===== config.mk =====
export PLATFORM = sky130hd
export DESIGN_NAME = ctrl_pipe_unit
export DESIGN_NICKNAME = d
export VERILOG_FILES = /design/src/rtl/rv_ctrl_pkg.sv /design/src/rtl/rv_ctrl_decode.sv /design/src/rtl/ctrl_pipe_unit.sv
export SDC_FILE = /design/constraint.sdc
export NUM_CORES = 1
export LEC_CHECK = 0
export ABC_AREA = 1
export CAP_MARGIN = 20
export CORE_MARGIN = 1
export CORE_UTILIZATION = 43
export CTS_CLUSTER_SIZE = 8
export DETAILED_ROUTE_END_ITERATION = 12
export DONT_BUFFER_PORTS = 1
export PLACE_DENSITY = 0.6
export SLEW_MARGIN = 20
export SYNTH_ARGS = -nofsm -noshare
export SYNTH_HDL_FRONTEND = slang
export SYNTH_HIERARCHICAL = 1
export SYNTH_SLANG_ARGS = --single-unit

===== constraint.sdc =====
create_clock -name clk -period 1.7 [get_ports clk]
set_clock_uncertainty 0.05 [all_clocks]
set_input_delay 0.17 -clock clk [delete_from_list [all_inputs] [get_ports clk]]
set_output_delay 0.17 -clock clk [all_outputs]
set_load 0.05 [all_outputs]

===== src/rtl/rv_ctrl_pkg.sv =====
// Shared definitions for the RV32 pipelined control unit.
// Contents: opcode constants, ALUOp / SrcASel / MemtoReg encodings, and the
// packed control word that travels from the decoder into the ID/EX register.
package rv_ctrl_pkg;

    localparam logic [6:0] OPC_LOAD   = 7'b0000011;
    localparam logic [6:0] OPC_FENCE  = 7'b0001111;
    localparam logic [6:0] OPC_OP_IMM = 7'b0010011;
    localparam logic [6:0] OPC_AUIPC  = 7'b0010111;
    localparam logic [6:0] OPC_STORE  = 7'b0100011;
    localparam logic [6:0] OPC_OP     = 7'b0110011;
    localparam logic [6:0] OPC_LUI    = 7'b0110111;
    localparam logic [6:0] OPC_BRANCH = 7'b1100011;
    localparam logic [6:0] OPC_JALR   = 7'b1100111;
    localparam logic [6:0] OPC_JAL    = 7'b1101111;
    localparam logic [6:0] OPC_SYSTEM = 7'b1110011;

    localparam logic [6:0] FUNCT7_MEXT = 7'b0000001;

    // The rd field is always carried at full RV32I width; narrower register
    // files slice it at the point of use.
    localparam int RD_W = 5;

    typedef enum logic [2:0] {
        ALU_ADD    = 3'b000,
        ALU_BRANCH = 3'b001,
        ALU_R      = 3'b010,
        ALU_I      = 3'b011,
        ALU_U      = 3'b100,
        ALU_MEXT   = 3'b101
    } alu_op_e;

    typedef enum logic [1:0] {
        SRC_A_RS1  = 2'b00,
        SRC_A_ZERO = 2'b01,
        SRC_A_PC   = 2'b11
    } src_a_sel_e;

    typedef enum logic [1:0] {
        M2R_ALU = 2'b00,
        M2R_MEM = 2'b01,
        M2R_PC4 = 2'b11
    } mem_to_reg_e;

    typedef struct packed {
        logic              branch;
        logic              mem_read;
        logic              mem_write;
        logic              alu_src;
        logic              reg_write;
        alu_op_e           alu_op;
        src_a_sel_e        src_a_sel;
        mem_to_reg_e       mem_to_reg;
        logic [RD_W-1:0]   rd;
        logic              illegal;
        logic              is_div;
        logic              uses_rs1;
        logic              uses_rs2;
    } ctrl_word_t;

    // DIV/DIVU/REM/REMU all have funct3[2] set within the M-extension group.
    function automatic logic is_div_funct3(input logic [2:0] funct3);
        return funct3[2];
    endfunction

endpackage


===== src/rtl/rv_ctrl_decode.sv =====
// Combinational RV32 main control decoder.
// Ports:
//   instr - 32-bit instruction word held in ID
//   ctrl  - full control word, including register-use flags and divide marker
// Illegal encodings (unknown opcode, M-ext with ENABLE_M=0, or register
// fields beyond an RV32E file) produce an all-zero word with illegal=1.
import rv_ctrl_pkg::*;

module rv_ctrl_decode #(
    parameter int REG_ADDR_W = 5,
    parameter bit ENABLE_M   = 1'b1
) (
    input  logic [31:0] instr,
    output ctrl_word_t  ctrl
);

    localparam bit RVE = (REG_ADDR_W < 5);

    logic [6:0] opcode_s;
    logic [2:0] funct3_s;
    logic [6:0] funct7_s;
    ctrl_word_t cw_s;
    logic       has_rd_s;
    logic       bad_s;
    logic       unused_instr_s;

    assign opcode_s = instr[6:0];
    assign funct3_s = instr[14:12];
    assign funct7_s = instr[31:25];
    // Immediate bits carry no control information.
    assign unused_instr_s = ^instr;

    // Opcode decode followed by rd=0 and legality post-processing.
    always_comb begin
        cw_s     = '0;
        has_rd_s = 1'b0;
        bad_s    = 1'b0;
        case (opcode_s)
            OPC_BRANCH: begin
                cw_s.branch   = 1'b1;
                cw_s.alu_op   = ALU_BRANCH;
                cw_s.uses_rs1 = 1'b1;
                cw_s.uses_rs2 = 1'b1;
            end
            OPC_STORE: begin
                cw_s.alu_src   = 1'b1;
                cw_s.mem_write = 1'b1;
                cw_s.alu_op    = ALU_ADD;
                cw_s.uses_rs1  = 1'b1;
                cw_s.uses_rs2  = 1'b1;
            end
            OPC_OP: begin
                cw_s.reg_write = 1'b1;
                cw_s.uses_rs1  = 1'b1;
                cw_s.uses_rs2  = 1'b1;
                has_rd_s       = 1'b1;
                if (funct7_s == FUNCT7_MEXT) begin
                    if (ENABLE_M) begin
                        cw_s.alu_op = ALU_MEXT;
                        cw_s.is_div = is_div_funct3(funct3_s);
                    end else begin
                        bad_s = 1'b1;
                    end
                end else begin
                    cw_s.alu_op = ALU_R;
                end
            end
            OPC_LOAD: begin
                cw_s.alu_src    = 1'b1;
                cw_s.reg_write  = 1'b1;
                cw_s.mem_read   = 1'b1;
                cw_s.mem_to_reg = M2R_MEM;
                cw_s.alu_op     = ALU_ADD;
                cw_s.uses_rs1   = 1'b1;
                has_rd_s        = 1'b1;
            end
            OPC_OP_IMM, OPC_SYSTEM: begin
                cw_s.alu_src   = 1'b1;
                cw_s.reg_write = 1'b1;
                cw_s.alu_op    = ALU_I;
                cw_s.uses_rs1  = 1'b1;
                has_rd_s       = 1'b1;
            end
            OPC_FENCE: begin
                cw_s = '0;
            end
            OPC_JALR: begin
                cw_s.alu_src    = 1'b1;
                cw_s.reg_write  = 1'b1;
                cw_s.alu_op     = ALU_I;
                cw_s.mem_to_reg = M2R_PC4;
                cw_s.uses_rs1   = 1'b1;
                has_rd_s        = 1'b1;
            end
            OPC_AUIPC: begin
                cw_s.alu_src   = 1'b1;
                cw_s.reg_write = 1'b1;
                cw_s.src_a_sel = SRC_A_PC;
                cw_s.alu_op    = ALU_U;
                has_rd_s       = 1'b1;
            end
            OPC_LUI: begin
                cw_s.alu_src   = 1'b1;
                cw_s.reg_write = 1'b1;
                cw_s.src_a_sel = SRC_A_ZERO;
                cw_s.alu_op    = ALU_U;
                has_rd_s       = 1'b1;
            end
            OPC_JAL: begin
                cw_s.alu_src    = 1'b1;
                cw_s.reg_write  = 1'b1;
                cw_s.src_a_sel  = SRC_A_ZERO;
                cw_s.mem_to_reg = M2R_PC4;
                cw_s.alu_op     = ALU_ADD;
                has_rd_s        = 1'b1;
            end
            default: begin
                bad_s = 1'b1;
            end
        endcase

        // Formats without a destination carry rd=0 so it never matches a hazard.
        if (has_rd_s) begin
            cw_s.rd = instr[11:7];
        end else begin
            cw_s.rd = 5'd0;
        end

        // Writes to x0 are architectural no-ops.
        if (cw_s.rd == 5'd0) begin
            cw_s.reg_write = 1'b0;
        end else begin
            cw_s.reg_write = cw_s.reg_write;
        end

        // RV32E only has x0..x15: any used register field with bit 4 set is illegal.
        if (RVE && ((has_rd_s && instr[11]) || (cw_s.uses_rs1 && instr[19]) ||
                    (cw_s.uses_rs2 && instr[24]))) begin
            bad_s = 1'b1;
        end else begin
            bad_s = bad_s;
        end

        if (bad_s) begin
            cw_s         = '0;
            cw_s.illegal = 1'b1;
        end else begin
            cw_s.illegal = 1'b0;
        end
    end

    assign ctrl = cw_s;

endmodule


===== src/rtl/ctrl_pipe_unit.sv =====
// Pipelined RV32 control unit: decodes the ID instruction and holds the
// resulting control word in an ID/EX register with valid/ready handshakes.
// Ports:
//   clk, rst          - clock, asynchronous active-high reset
//   id_valid/id_instr - instruction offered by ID; id_ready accepts it
//   ex_flush          - taken branch/jump, kills the ID/EX entry
//   ex_ready/ex_valid - EX-side handshake
//   ex_*              - registered control bits of the held instruction
//   ex_mdu_busy       - a divide is still occupying EX
// Load-use hazards stall ID for one bubble; divides hold EX for MDU_LAT cycles.
import rv_ctrl_pkg::*;

module ctrl_pipe_unit #(
    parameter int REG_ADDR_W = 5,
    parameter bit ENABLE_M   = 1'b1,
    parameter int MDU_LAT    = 8
) (
    input  logic                  clk,
    input  logic                  rst,
    input  logic                  id_valid,
    input  logic [31:0]           id_instr,
    output logic                  id_ready,
    input  logic                  ex_flush,
    input  logic                  ex_ready,
    output logic                  ex_valid,
    output logic                  ex_branch,
    output logic                  ex_mem_read,
    output logic                  ex_mem_write,
    output logic                  ex_alu_src,
    output logic                  ex_reg_write,
    output logic [2:0]            ex_alu_op,
    output logic [1:0]            ex_src_a_sel,
    output logic [1:0]            ex_mem_to_reg,
    output logic [REG_ADDR_W-1:0] ex_rd,
    output logic                  ex_illegal,
    output logic                  ex_mdu_busy
);

    localparam int CNT_W = (MDU_LAT > 1) ? $clog2(MDU_LAT) : 1;
    localparam logic [CNT_W-1:0] CNT_ZERO = CNT_W'(0);
    localparam logic [CNT_W-1:0] CNT_ONE  = CNT_W'(1);
    localparam logic [CNT_W-1:0] CNT_DIV  = CNT_W'(MDU_LAT - 1);
    localparam logic [REG_ADDR_W-1:0] REG_ZERO = {REG_ADDR_W{1'b0}};

    ctrl_word_t            dec_s;
    ctrl_word_t            ctrl_r;
    logic                  occ_r;
    logic [CNT_W-1:0]      cnt_r;
    logic [REG_ADDR_W-1:0] rs1_s;
    logic [REG_ADDR_W-1:0] rs2_s;
    logic [REG_ADDR_W-1:0] held_rd_s;
    logic                  can_load_s;
    logic                  hazard_s;
    logic                  capture_s;
    logic                  unused_ctrl_s;

    rv_ctrl_decode #(
        .REG_ADDR_W (REG_ADDR_W),
        .ENABLE_M   (ENABLE_M)
    ) u_decode (
        .instr (id_instr),
        .ctrl  (dec_s)
    );

    assign rs1_s     = id_instr[15 +: REG_ADDR_W];
    assign rs2_s     = id_instr[20 +: REG_ADDR_W];
    assign held_rd_s = ctrl_r.rd[REG_ADDR_W-1:0];

    assign ex_valid    = occ_r & (cnt_r == CNT_ZERO);
    assign ex_mdu_busy = occ_r & (cnt_r != CNT_ZERO);

    // The slot frees up either because it is empty or because it drains now.
    assign can_load_s = ~occ_r | (ex_valid & ex_ready);

    // A held load feeding a register that the ID instruction reads.
    assign hazard_s = occ_r & ctrl_r.mem_read & (held_rd_s != REG_ZERO) &
                      ((dec_s.uses_rs1 & (rs1_s == held_rd_s)) |
                       (dec_s.uses_rs2 & (rs2_s == held_rd_s)));

    assign id_ready  = ~rst & ~ex_flush & can_load_s & ~hazard_s;
    assign capture_s = id_valid & id_ready;

    // ID/EX register, occupancy bit and divide countdown.
    always_ff @(posedge clk or posedge rst) begin
        if (rst) begin
            ctrl_r <= '0;
            occ_r  <= 1'b0;
            cnt_r  <= CNT_ZERO;
        end else if (ex_flush) begin
            ctrl_r <= '0;
            occ_r  <= 1'b0;
            cnt_r  <= CNT_ZERO;
        end else if (capture_s) begin
            ctrl_r <= dec_s;
            occ_r  <= 1'b1;
            cnt_r  <= dec_s.is_div ? CNT_DIV : CNT_ZERO;
        end else if (ex_valid & ex_ready) begin
            occ_r <= 1'b0;
        end else if (cnt_r != CNT_ZERO) begin
            cnt_r <= cnt_r - CNT_ONE;
        end else begin
            occ_r <= occ_r;
        end
    end

    assign ex_branch     = ctrl_r.branch;
    assign ex_mem_read   = ctrl_r.mem_read;
    assign ex_mem_write  = ctrl_r.mem_write;
    assign ex_alu_src    = ctrl_r.alu_src;
    assign ex_reg_write  = ctrl_r.reg_write;
    assign ex_alu_op     = ctrl_r.alu_op;
    assign ex_src_a_sel  = ctrl_r.src_a_sel;
    assign ex_mem_to_reg = ctrl_r.mem_to_reg;
    assign ex_rd         = held_rd_s;
    assign ex_illegal    = ctrl_r.illegal;

    // Decode-side bookkeeping fields are not needed once the word is in EX.
    assign unused_ctrl_s = ^{ctrl_r.is_div, ctrl_r.uses_rs1, ctrl_r.uses_rs2, ctrl_r.rd};

endmodule


Word-level counts from Yosys, hierarchy flattened
Cells that the tools add are included.
{"block": "word_totals", "regBits": 22, "elab_cells": 91}
{"block": "classes", "addsub": 1, "eq_ne": 15, "muxes": 28, "bitwise": 18, "n_reduce_logical": 17}
{"operator": "$mux 21", "n": 2}
{"operator": "$eq 7x7->1 const B", "n": 4}
{"operator": "$eq 7x6->1 const B", "n": 3}
{"operator": "$mux 3", "n": 7}
{"operator": "$mux 17", "n": 1}
{"operator": "$reduce_or 8->1", "n": 2}
{"operator": "$eq 7x5->1 const B", "n": 2}
{"operator": "$mux 1", "n": 14}
{"operator": "$and 1x1->1", "n": 12}
{"operator": "$pmux 3 s4", "n": 1}
{"operator": "$reduce_or 11->1", "n": 1}
{"operator": "$eq 5x5->1", "n": 2}
{"operator": "$reduce_bool 3->1", "n": 3}
{"operator": "$pmux 2 s2", "n": 2}
{"operator": "$eq 7x1->1 const B", "n": 1}
{"operator": "$eq 7x2->1 const B", "n": 1}
{"operator": "$eq 7x4->1 const B", "n": 1}
{"operator": "$reduce_or 7->1", "n": 1}
{"operator": "$reduce_or 2->1", "n": 3}
{"operator": "$reduce_or 3->1", "n": 2}
{"operator": "$logic_not 5->1", "n": 1}
{"operator": "$mux 5", "n": 1}
{"operator": "$reduce_bool 5->1", "n": 1}
{"operator": "$not 1->1", "n": 4}
{"operator": "other kinds (6)", "n": 7}

Logic depth before layout (Yosys ltp)
Gate-level depths: netlist of run 1.
{"block": "depth", "ltp_word": 12, "ltp_mapped": 16, "ltp_nobuf": 16}

By module
Netlist of run 1, hierarchy kept.
{"mod": "ctrl_pipe_unit", "instances": 1, "cells_per_inst": 167, "area_per_inst_um2": 1256.2}
{"mod": "rv_ctrl_decode", "instances": 1, "cells_per_inst": 83, "area_per_inst_um2": 391.6}

Worst setup path after synthesis of run 1
Ideal clock, no wire load.
{"block": "synth_path", "path_type": "reg2reg", "start": "register cnt_r[0]", "end": "register ctrl_r, in the netlist ex_alu_op[0]", "setup_time_ps": 66, "arrival_time_ps": 1687, "required_time_ps": 1584, "slack_ps": -103, "stages_incl_launch_ff": 10, "synth_period_minus_slack_ps": 1803, "cell_sequence": "dfrtp_1 > inv_1 > ha_1 > ha_1 > a21oi_2 > nor3_4 > a21boi_4 > buf_6 > nand3_1 > nand2_1"}
{"block": "synth_via", "elab_chain_cells": 8}
{"element": "start: declaration", "line": "ctrl_pipe_unit.sv:48", "source": "logic [CNT_W-1:0] cnt_r;"}
{"element": "start signal: assignment", "line": "ctrl_pipe_unit.sv:96", "source": "cnt_r <= dec_s.is_div ? CNT_DIV : CNT_ZERO;"}
{"element": "start signal: assignment", "line": "ctrl_pipe_unit.sv:100", "source": "cnt_r <= cnt_r - CNT_ONE;"}
{"element": "$logic_not 3->1", "line": "ctrl_pipe_unit.sv:69", "source": "assign ex_valid = occ_r & (cnt_r == CNT_ZERO);"}
{"element": "$and 1x1->1", "line": "ctrl_pipe_unit.sv:69"}
{"element": "$and 1x1->1", "line": "ctrl_pipe_unit.sv:73", "source": "assign can_load_s = ~occ_r | (ex_valid & ex_ready);"}
{"element": "$or 1x1->1", "line": "ctrl_pipe_unit.sv:73"}
{"element": "$and 1x1->1 (2 in a row)", "line": "ctrl_pipe_unit.sv:80", "source": "assign id_ready = ~rst & ~ex_flush & can_load_s & ~hazard_s;"}
{"element": "named net id_ready", "line": "ctrl_pipe_unit.sv:22", "source": "output logic id_ready,"}
{"element": "$and 1x1->1", "line": "ctrl_pipe_unit.sv:81", "source": "assign capture_s = id_valid & id_ready;"}
{"element": "$reduce_bool 2->1 (no line)"}
{"element": "end signal: assignment", "line": "ctrl_pipe_unit.sv:94", "source": "ctrl_r <= dec_s;"}
{"element": "end: declaration", "line": "ctrl_pipe_unit.sv:46", "source": "ctrl_word_t ctrl_r;"}
The timed path passes the listed nets, and every way through them passes these cells.
A chain may end at the register's enable or synchronous reset.

Worst setup path after layout of run 1
{"block": "layout_path", "start": "register cnt_r[0]", "end": "output id_ready"}
{"block": "layout_via", "elab_chain_cells": 6}
{"element": "$logic_not 3->1", "line": "ctrl_pipe_unit.sv:69"}
{"element": "$and 1x1->1", "line": "ctrl_pipe_unit.sv:69"}
{"element": "$and 1x1->1", "line": "ctrl_pipe_unit.sv:73"}
{"element": "$or 1x1->1", "line": "ctrl_pipe_unit.sv:73"}
{"element": "$and 1x1->1 (2 in a row)", "line": "ctrl_pipe_unit.sv:80"}
{"element": "end: declaration", "line": "ctrl_pipe_unit.sv:22"}
Every way passes these cells.

==> run summary, run 1 <==
The adder-cell area share of the yosys netlist was 0.01519. The average wire length per cell after detail routing is 11.82 microns, and the maximum number of pins on one net before global-route repair is 19. Count of antenna-violating nets left after detailed routing: 0. The run gives 0.6674 as the worst slew slack as a fraction of its limit. The number of antenna violations at the first check in global routing is 0, and the endpoint arrival time on the critical path is 1660 ps. The core region is 3661 sq um.

The clock net in this run drives a total of 22 sinks. The congestion estimate from routability-driven global placement came to 0.8305. The run gives 0.2136 as the total routing resource utilization after global routing. The logs give 321 for the instance count after placement with tap cells included and 1 for the H-tree level count.

The worst hold-check path type is input pin to flop. Xor/xnor share of the synthesized area: 0. Prior to clock tree synthesis, the placed netlist has a worst setup slack of -142.6 ps. The setup path with the least slack is of type flop to primary output.

The share of synthesized cell area in and, or, nand and nor gates works out to 0.4799. The register-to-register setup slack was -80 ps. The run gives 4 as the detailed-routing iteration count for the pre-antenna-repair pass. The tools report the root buffer selected by CTS as sky130_fd_sc_hd__clkbuf_8. The number of different library cells used by synthesis comes to 30. The worst setup path is captured at a primary output. The register with the most flip-flops in the layout has 5 of them. The half-perimeter wire length after detailed placement is 3.055 mm, and the overall die area is 4084 sq um. Along the worst path, the maximum fanout reaches 2. Dividing the detail-routed via count by the number of cells gives 4.902. The wire length of the first global-routing pass is 6.886 mm, and the total of fill cells in the finished design is 366.

Effective utilization at floorplan: 0.4501. The checks that failed: setup timing. The clock-pin slew on the worst setup and hold paths came out at 80 ps. For this design the top-level I/O count stands at 58. The tools report the number of design-rule violations left by the first detailed-router iteration as 63.

The run gives -176.2 ps as the slack of the critical path. After detailed routing, the number of remaining DRC violations is 0. The final-report max-slew violation count is 0, and the hold violation total from the final report is 0. The CTS buffer count came out at 3. In this run the static leakage power is 0.001176 uW. Setup violations remaining at the end of the flow were counted as 22. For this block, the routed nets add up to 3.972 mm of wire.

After synthesis the netlist holds a flip-flop and latch count of 22. For the final cell utilization of the core, the log shows 0.5981. The via count of the first global-routing pass is 1610, and the proportion of synthesized area in mux cells is 0. The tools report the number of max-capacitance violations reported as 0. The insertion delay to the later sink of the worst-skew pair was 260 ps; the summed instance area of the synthesized netlist was 1648 sq um. The accumulated negative setup slack came out at -1464 ps.

The maximum buffer depth of the clock tree was 2; the top achievable clock speed was 533.0 MHz. After synthesis, the largest family of logic cells by area is simple AND/OR/NAND/NOR gates. Measured along the x axis, the die boundary spans 63.91 microns.

Synthesized netlist net count: 289. The post-synthesis sequential area ratio was 0.3341; the final critical-path share of the clock period was 1.104. Measured along the y axis, the die boundary spans 63.91 microns.

The final critical delay including setup and external delays is 1876 ps. For the synthesized instance count, the log shows 250. The area fraction in compound gates after synthesis is 0.06150, and the final cell count without fillers is 336. The share of layout cells above drive strength 1 works out to 0.3056. The flow ran to the end, but the final reports show violations. The repair_antennas step left the layout with diodes totalling 0.

The worst setup path is launched from a flop. The port buffer count was 0; the average instance area after synthesis was 6.591 sq um. Across all layers, the routed design uses 1647 vias. The yosys synthesis warning count was 6. TritonCTS built the clock tree. In this run the power density over the cells is 764.2 nW/um^2. The residual overflow from global routing is 0, and the slew at the pin closest to its max-slew limit is 498.9 ps. The area growth from synthesis to layout is 32.88%. Across the VDD grid, the largest voltage drop is 0.5499 mV. Setup repair after global routing could not meet its margin everywhere. The number of core rows was 22; the number of nets in the finished design was 328. At the worst endpoint, the required time is 1480 ps.
-- cell families after synthesis --
group                      Yosys count
DFF                                 22
and+or+nand+nor                    167
AOI/OAI and AO/OA                   16
adders and majority gates            2
buffers and inverters               43
-- placed cells by master, fill, tap and decap left out, types with 3 or more instances in the layout --
master                          instances
sky130_fd_sc_hd__nand2_1               66
sky130_fd_sc_hd__nand3_1               42
sky130_fd_sc_hd__buf_4                 29
sky130_fd_sc_hd__inv_1                 27
sky130_fd_sc_hd__nor2_1                25
sky130_fd_sc_hd__dfrtp_1               17
sky130_fd_sc_hd__nand2_2               12
sky130_fd_sc_hd__inv_2                  8
sky130_fd_sc_hd__a21oi_1                7
sky130_fd_sc_hd__o21ai_1                5
sky130_fd_sc_hd__dfrtp_2                5
sky130_fd_sc_hd__nand3_2                4
sky130_fd_sc_hd__buf_6                  4
sky130_fd_sc_hd__nor2_2                 3
sky130_fd_sc_hd__nand2_4                3
sky130_fd_sc_hd__clkbuf_8               3
sky130_fd_sc_hd__dlygate4sd3_1          3
sky130_fd_sc_hd__buf_12                 3
sky130_fd_sc_hd__nor3_1                 3
-- Yosys cell counts --
master                      instances  area (sq um)
sky130_fd_sc_hd__inv_2              6         22.52
sky130_fd_sc_hd__dfrtp_1           22         550.5
sky130_fd_sc_hd__o21ai_1            5         25.02
sky130_fd_sc_hd__nor3_4             1         16.27
sky130_fd_sc_hd__nand2_4            1         11.26
sky130_fd_sc_hd__nor2_4             2         22.52
sky130_fd_sc_hd__nand3_2            1         10.01
sky130_fd_sc_hd__clkbuf_1           1         3.750
sky130_fd_sc_hd__ha_1               2         25.02
sky130_fd_sc_hd__nor3_1             3         15.01
sky130_fd_sc_hd__nand4_1            1         6.260
sky130_fd_sc_hd__nor2_2             3         18.77
sky130_fd_sc_hd__a21oi_1            7         35.03
sky130_fd_sc_hd__o21ai_0            1         5.000
sky130_fd_sc_hd__inv_1             30         112.6
sky130_fd_sc_hd__clkinv_1           1         3.750
sky130_fd_sc_hd__nand3_1           46         230.2
sky130_fd_sc_hd__buf_6              2         22.52
sky130_fd_sc_hd__buf_2              2         10.01
sky130_fd_sc_hd__or2_2              1         6.260
sky130_fd_sc_hd__o2111ai_1          1         8.760
sky130_fd_sc_hd__clkinv_2           1         5.000
sky130_fd_sc_hd__nand3b_1           1         7.510
sky130_fd_sc_hd__a21oi_2            1         8.760
sky130_fd_sc_hd__nand2_1           70         262.8
sky130_fd_sc_hd__nor2_1            25         93.84
sky130_fd_sc_hd__nand3_4            1         17.52
sky130_fd_sc_hd__nand2_2           10         62.56
sky130_fd_sc_hd__nor3_2             1         10.01
sky130_fd_sc_hd__a21boi_4           1         18.77
-- final timing paths --
| check | from | endpoint | cells past startpoint |
|---|---|---|---|
| setup / recovery | cnt_r[0] | id_ready | 8 |
| hold / removal | id_valid | ex_branch | 2 |
| setup reg to reg | cnt_r[0] | ex_rd[2] | 11 |
| hold reg to reg | cnt_r[2] | cnt_r[2] | 2 |
| max in group asynchronous | rst | cnt_r[0] | 3 |
| min in group asynchronous | rst | ex_branch | 2 |
-- repair_timing --
| action | 4_1_cts | 5_1_grt |
|---|---|---|
| endpoints found under the hold margin | 13 | 4 |
| pin swaps | 9 | 8 |
| setup buffers | 7 | 1 |
| setup endpoints to repair | 19 | 24 |
| hold buffers | 2 | 1 |
| resized for setup | 10 | 9 |
-- worst max-delay path, stage by stage, from the launching register on --
cell and delay (ps):
sky130_fd_sc_hd__dfrtp_1 400, sky130_fd_sc_hd__inv_2 70, sky130_fd_sc_hd__ha_4 140, sky130_fd_sc_hd__ha_4 130
sky130_fd_sc_hd__a21oi_4 60, sky130_fd_sc_hd__nor3_4 120, sky130_fd_sc_hd__a21boi_4 230, sky130_fd_sc_hd__buf_12 120
sky130_fd_sc_hd__buf_12 120
-- routing by layer --
layer	vias up	share of wire	track usage
met1	728	0.45	0.2641
met2	46	0.49	0.3803
li1	869	-	-
met5	-	0	0
met4	0	0.0078	0.04830
met3	4	0.055	0.04107
-- through the flow --
stage / power (uW) / hold slack [ps] / area, sq um
after global routing: 1785 / 3.725 / 2190
after detailed placement: 1047 / 7.590 / 1938
after CTS: 1633 / 0.6580 / 2137
after floorplan: 933.5 / 108.9 / 1688
after global placement: 1032 / 5.487 / 1938
final: 1673 / 10.60 / 2190
-- where the power goes --
group | total, uW | internal (uW) | switching (uW)
Combinational | 590 | 274 | 316
Clock | 484 | 314 | 170
Sequential | 600 | 559 | 40.9
Total | 1670 | 1150 | 526
-- layout make-up --
type / count / area, sq um / area share
Inverter: 38 / 151.4 / 0.06914
Multi-Input combinational cell: 185 / 997.2 / 0.4554
Timing Repair Buffer: 39 / 352.8 / 0.1611
Clock buffer: 3 / 41.29 / 0.01886
Clock inverter: 1 / 30.03 / 0.01371
Sequential cell: 22 / 556.8 / 0.2543
Tap cell: 48 / 60.06 / 0.02743
(Power assumes the default switching activity.)
==> inputs of run 2 (changes only) <==
CAP_MARGIN = unset   (was 20)
CELL_PAD_IN_SITES_DETAIL_PLACEMENT = 1   (was unset)
CELL_PAD_IN_SITES_GLOBAL_PLACEMENT = 1   (was unset)
CORE_MARGIN = unset   (was 1)
CORE_UTILIZATION = 38   (was 43)
PLACE_DENSITY = 0.74   (was 0.6)
==> run summary, run 2 (synthesized netlist as in run 1, its figures left out) <==
The maximum number of pins on one net before global-route repair is 19 (unchanged). In this run the clock root is driven by a sky130_fd_sc_hd__clkbuf_8. The run gives 323 (-1.5%) as the number of nets in the finished design.

Setup repair after global routing could not meet its margin everywhere. The leakage power figure came out at 0.001129 uW (-4.0%). The peak supply drop is 0.4113 mV (-25%). The tools report the critical path required time as 1480 ps (about the same).

Top achievable clock speed: 514.3 MHz (-3.5%). The tools report the total of fill cells in the finished design as 544 (+49%). The slew at the pin closest to its max-slew limit was 494.9 ps (-3.994 ps). The run gives 0.373 (+0.015) as the part of the power in registers. The number of design-rule violations left by the first detailed-router iteration came out at 61 (-3.2%). The logs give 0 (unchanged) for the number of antenna violations at the first check in global routing and 0 (unchanged) for the antenna diode count. The count of antenna-violating nets left after detailed routing was 0 (unchanged).

The total cell area at the placement stage was 1926 sq um (-0.65%); the clock share of power was 0.309 (+0.020). The power density over the cells came out at 765.0 nW/um^2 (about the same). The detailed-routing iteration count for the pre-antenna-repair pass was 4 (unchanged).

The tools report the start of the worst register-to-register path as cnt_r[0]. The half-perimeter wire length after detailed placement is 3.551 mm (+16%). The detailed-route via count came out at 1689 (+2.6%).

The count of final setup violators was 24 (+9.1%); the H-tree level count was 1 (unchanged). The library cell used most frequently in the layout, excluding fill and tap cells, is sky130_fd_sc_hd__nand2_1. The final-report max-slew violation count was 0 (unchanged).

Number of max-capacitance violations reported: 0 (unchanged). The final critical-path share of the clock period came out at 1.144 (+0.04014). The final critical delay including setup and external delays came out at 1944 ps (+68.23 ps).

Largest fanout on the critical path: 2 (unchanged). Final-layout worst hold slack: -0.8365 ps (-11.43 ps). The run finished, with violations left. The average wire length per cell after detail routing was 13.83 microns (+17%).

In this run the most critical hold path is launched from id_valid. STA classifies the critical path startpoint as a flop. STA classifies the critical path endpoint as a primary output. The register-to-register setup slack was -150 ps (-70 ps); the flip-flop count of the largest register, all copies and words added was 5 (unchanged). For the routability congestion estimate from global placement, the log shows 0.8215 (-1.1%). The switching share of power is 0.3144 (about the same), and the port buffer count is 0 (unchanged). The combined area of the multi-input logic cells came out at 959.7 sq um (-3.8%).

The clock-pin slew on the worst setup and hold paths works out to 80 ps (about the same). Worst setup slack before clock tree synthesis: -149.9 ps (-7.317 ps). Hold violation total from the final report: 1 (+1). The accumulated negative setup slack was -2640 ps (-1175 ps); the final wirelength was 4.605 mm (+16%).

The endpoint of the worst register-to-register path is ex_alu_op[1]. Width of the chip: 67.85 microns (+6.2%). The floorplan die height works out to 67.85 microns (+6.2%). The net load switching power is 502.5 uW (-4.5%), and the remaining routing DRC violations is 0 (unchanged). Instance count after placement with tap cells included: 321 (unchanged).

The share of power burned in combinational logic was 0.318 (-0.034). From synthesis to final layout, the design area changed by 26.80%. Effective utilization at floorplan: 0.4032 (-0.04686). Maximum buffer depth of the clock tree: 2 (unchanged). The critical path is of the flop to primary output type. The overall die area is 4604 sq um (+13%), and the insertion delay to the later sink of the worst-skew pair is 270 ps (about the same). The wire length of the first global-routing pass is 7.155 mm (+3.9%), and the number of sinks on the clock net is 22 (unchanged). The via count of the first global-routing pass is 1623 (+0.81%), and the sequential cell area is 556.8 sq um (unchanged). The final reports fail on hold timing, setup timing. The final cell count without fillers was 333 (-0.89%); the length in cells of the worst reg-to-reg path was 10 (-1). The library cells used most frequently in the layout, excluding fill and tap cells, are sky130_fd_sc_hd__nand2_1, sky130_fd_sc_hd__nand3_1, sky130_fd_sc_hd__inv_1, sky130_fd_sc_hd__buf_4, sky130_fd_sc_hd__nor2_1. For the finished layout cell area, the log shows 2090 sq um (-4.6%). The tools report the number of core rows as 23 (+4.5%).

The path with the worst hold slack has its endpoint at ex_src_a_sel[1]. The tools report the total routing resource utilization after global routing as 0.2109 (-0.002681). The run gives -244.4 ps (-68.23 ps) as the slack of the critical path. The endpoint arrival time on the critical path came out at 1720 ps (+60 ps).

The residual overflow from global routing came out at 0 (unchanged). The internal power was 1096 uW (-4.4%); the routed via count divided by cell count was 5.072 (+3.5%). The standard cell core area was 4086 sq um (+12%). The count of pins on the block boundary is 58 (unchanged). The tightest min-delay check is of the input pin to flop type. TritonCTS built the clock tree.

The total power of the final layout was 1598 uW (-4.5%); the worst slew slack as a fraction of its limit was 0.6701 (+0.002663). The instance count along the most critical hold path is 2 (unchanged), and the share of layout cells above drive strength 1 is 0.2686 (-0.03700). For the CTS buffer count, the log shows 3 (unchanged).
[run 2: worst max-delay path: stages, from the launching register on]
cell and delay (ps):
sky130_fd_sc_hd__dfrtp_1 390, sky130_fd_sc_hd__inv_1 70, sky130_fd_sc_hd__ha_2 190, sky130_fd_sc_hd__ha_4 140, sky130_fd_sc_hd__a21oi_4 60, sky130_fd_sc_hd__nor3_4 130
sky130_fd_sc_hd__a21boi_4 220, sky130_fd_sc_hd__buf_12 120, sky130_fd_sc_hd__buf_12 120
[run 2: metal layers]
layer	up-vias	global-route usage	share of wire
li1	856	-	-
met1	783	0.2518	0.42
met2	45	0.3787	0.51
met3	5	0.03167	0.051
met4	0	0.07813	0.014
met5	-	0	0
[run 2: worst max-delay path by stage]
stage / end / depth (start not counted) / startpoint
2_1_floorplan: ex_src_a_sel[1] / 9 / cnt_r[0]
3_3_place_gp: ex_mem_to_reg[1] / 15 / id_instr[1]
3_5_place_dp: ex_alu_op[1] / 15 / id_instr[1]
4_1_cts: id_ready / 8 / cnt_r[0]
5_1_grt: id_ready / 8 / cnt_r[0]
6_report: id_ready / 8 / cnt_r[0]
[run 2: power by group through the flow]
stage,combinational [uW],sequential [uW],clock (uW)
2_1_floorplan,329,604,0
3_3_place_gp,432,605,0
3_5_place_dp,459,606,0
4_1_cts,494,596,505
5_1_grt,574,603,512
6_report,509,596,493
[run 2: stage by stage]
step,hold slack (ps),util
floorplan,108.9,-
global placement,-24.84,0.4712
detailed placement,-13.66,0.4712
CTS,3.413,0.5031
global route,9.955,0.5113
finish,-0.8365,0.5113
[run 2: what timing repair did]
item / in CTS / in global routing
gates resized for setup: 3 / 2
pin swaps: 2 / 3
hold endpoints to repair: 16 / 0
setup endpoints to repair: 18 / 24
hold buffers: 3 / 0
buffers inserted: 2 / 3
[run 2: final cells by class]
| type | count | share of cell area |
|---|---|---|
| Inverter | 38 | 0.07066 |
| Sequential cell | 22 | 0.2665 |
| Clock inverter | 1 | 0.01437 |
| Clock buffer | 3 | 0.01976 |
| Multi-Input combinational cell | 185 | 0.4593 |
| Tap cell | 50 | 0.02994 |
| Timing Repair Buffer | 34 | 0.1395 |
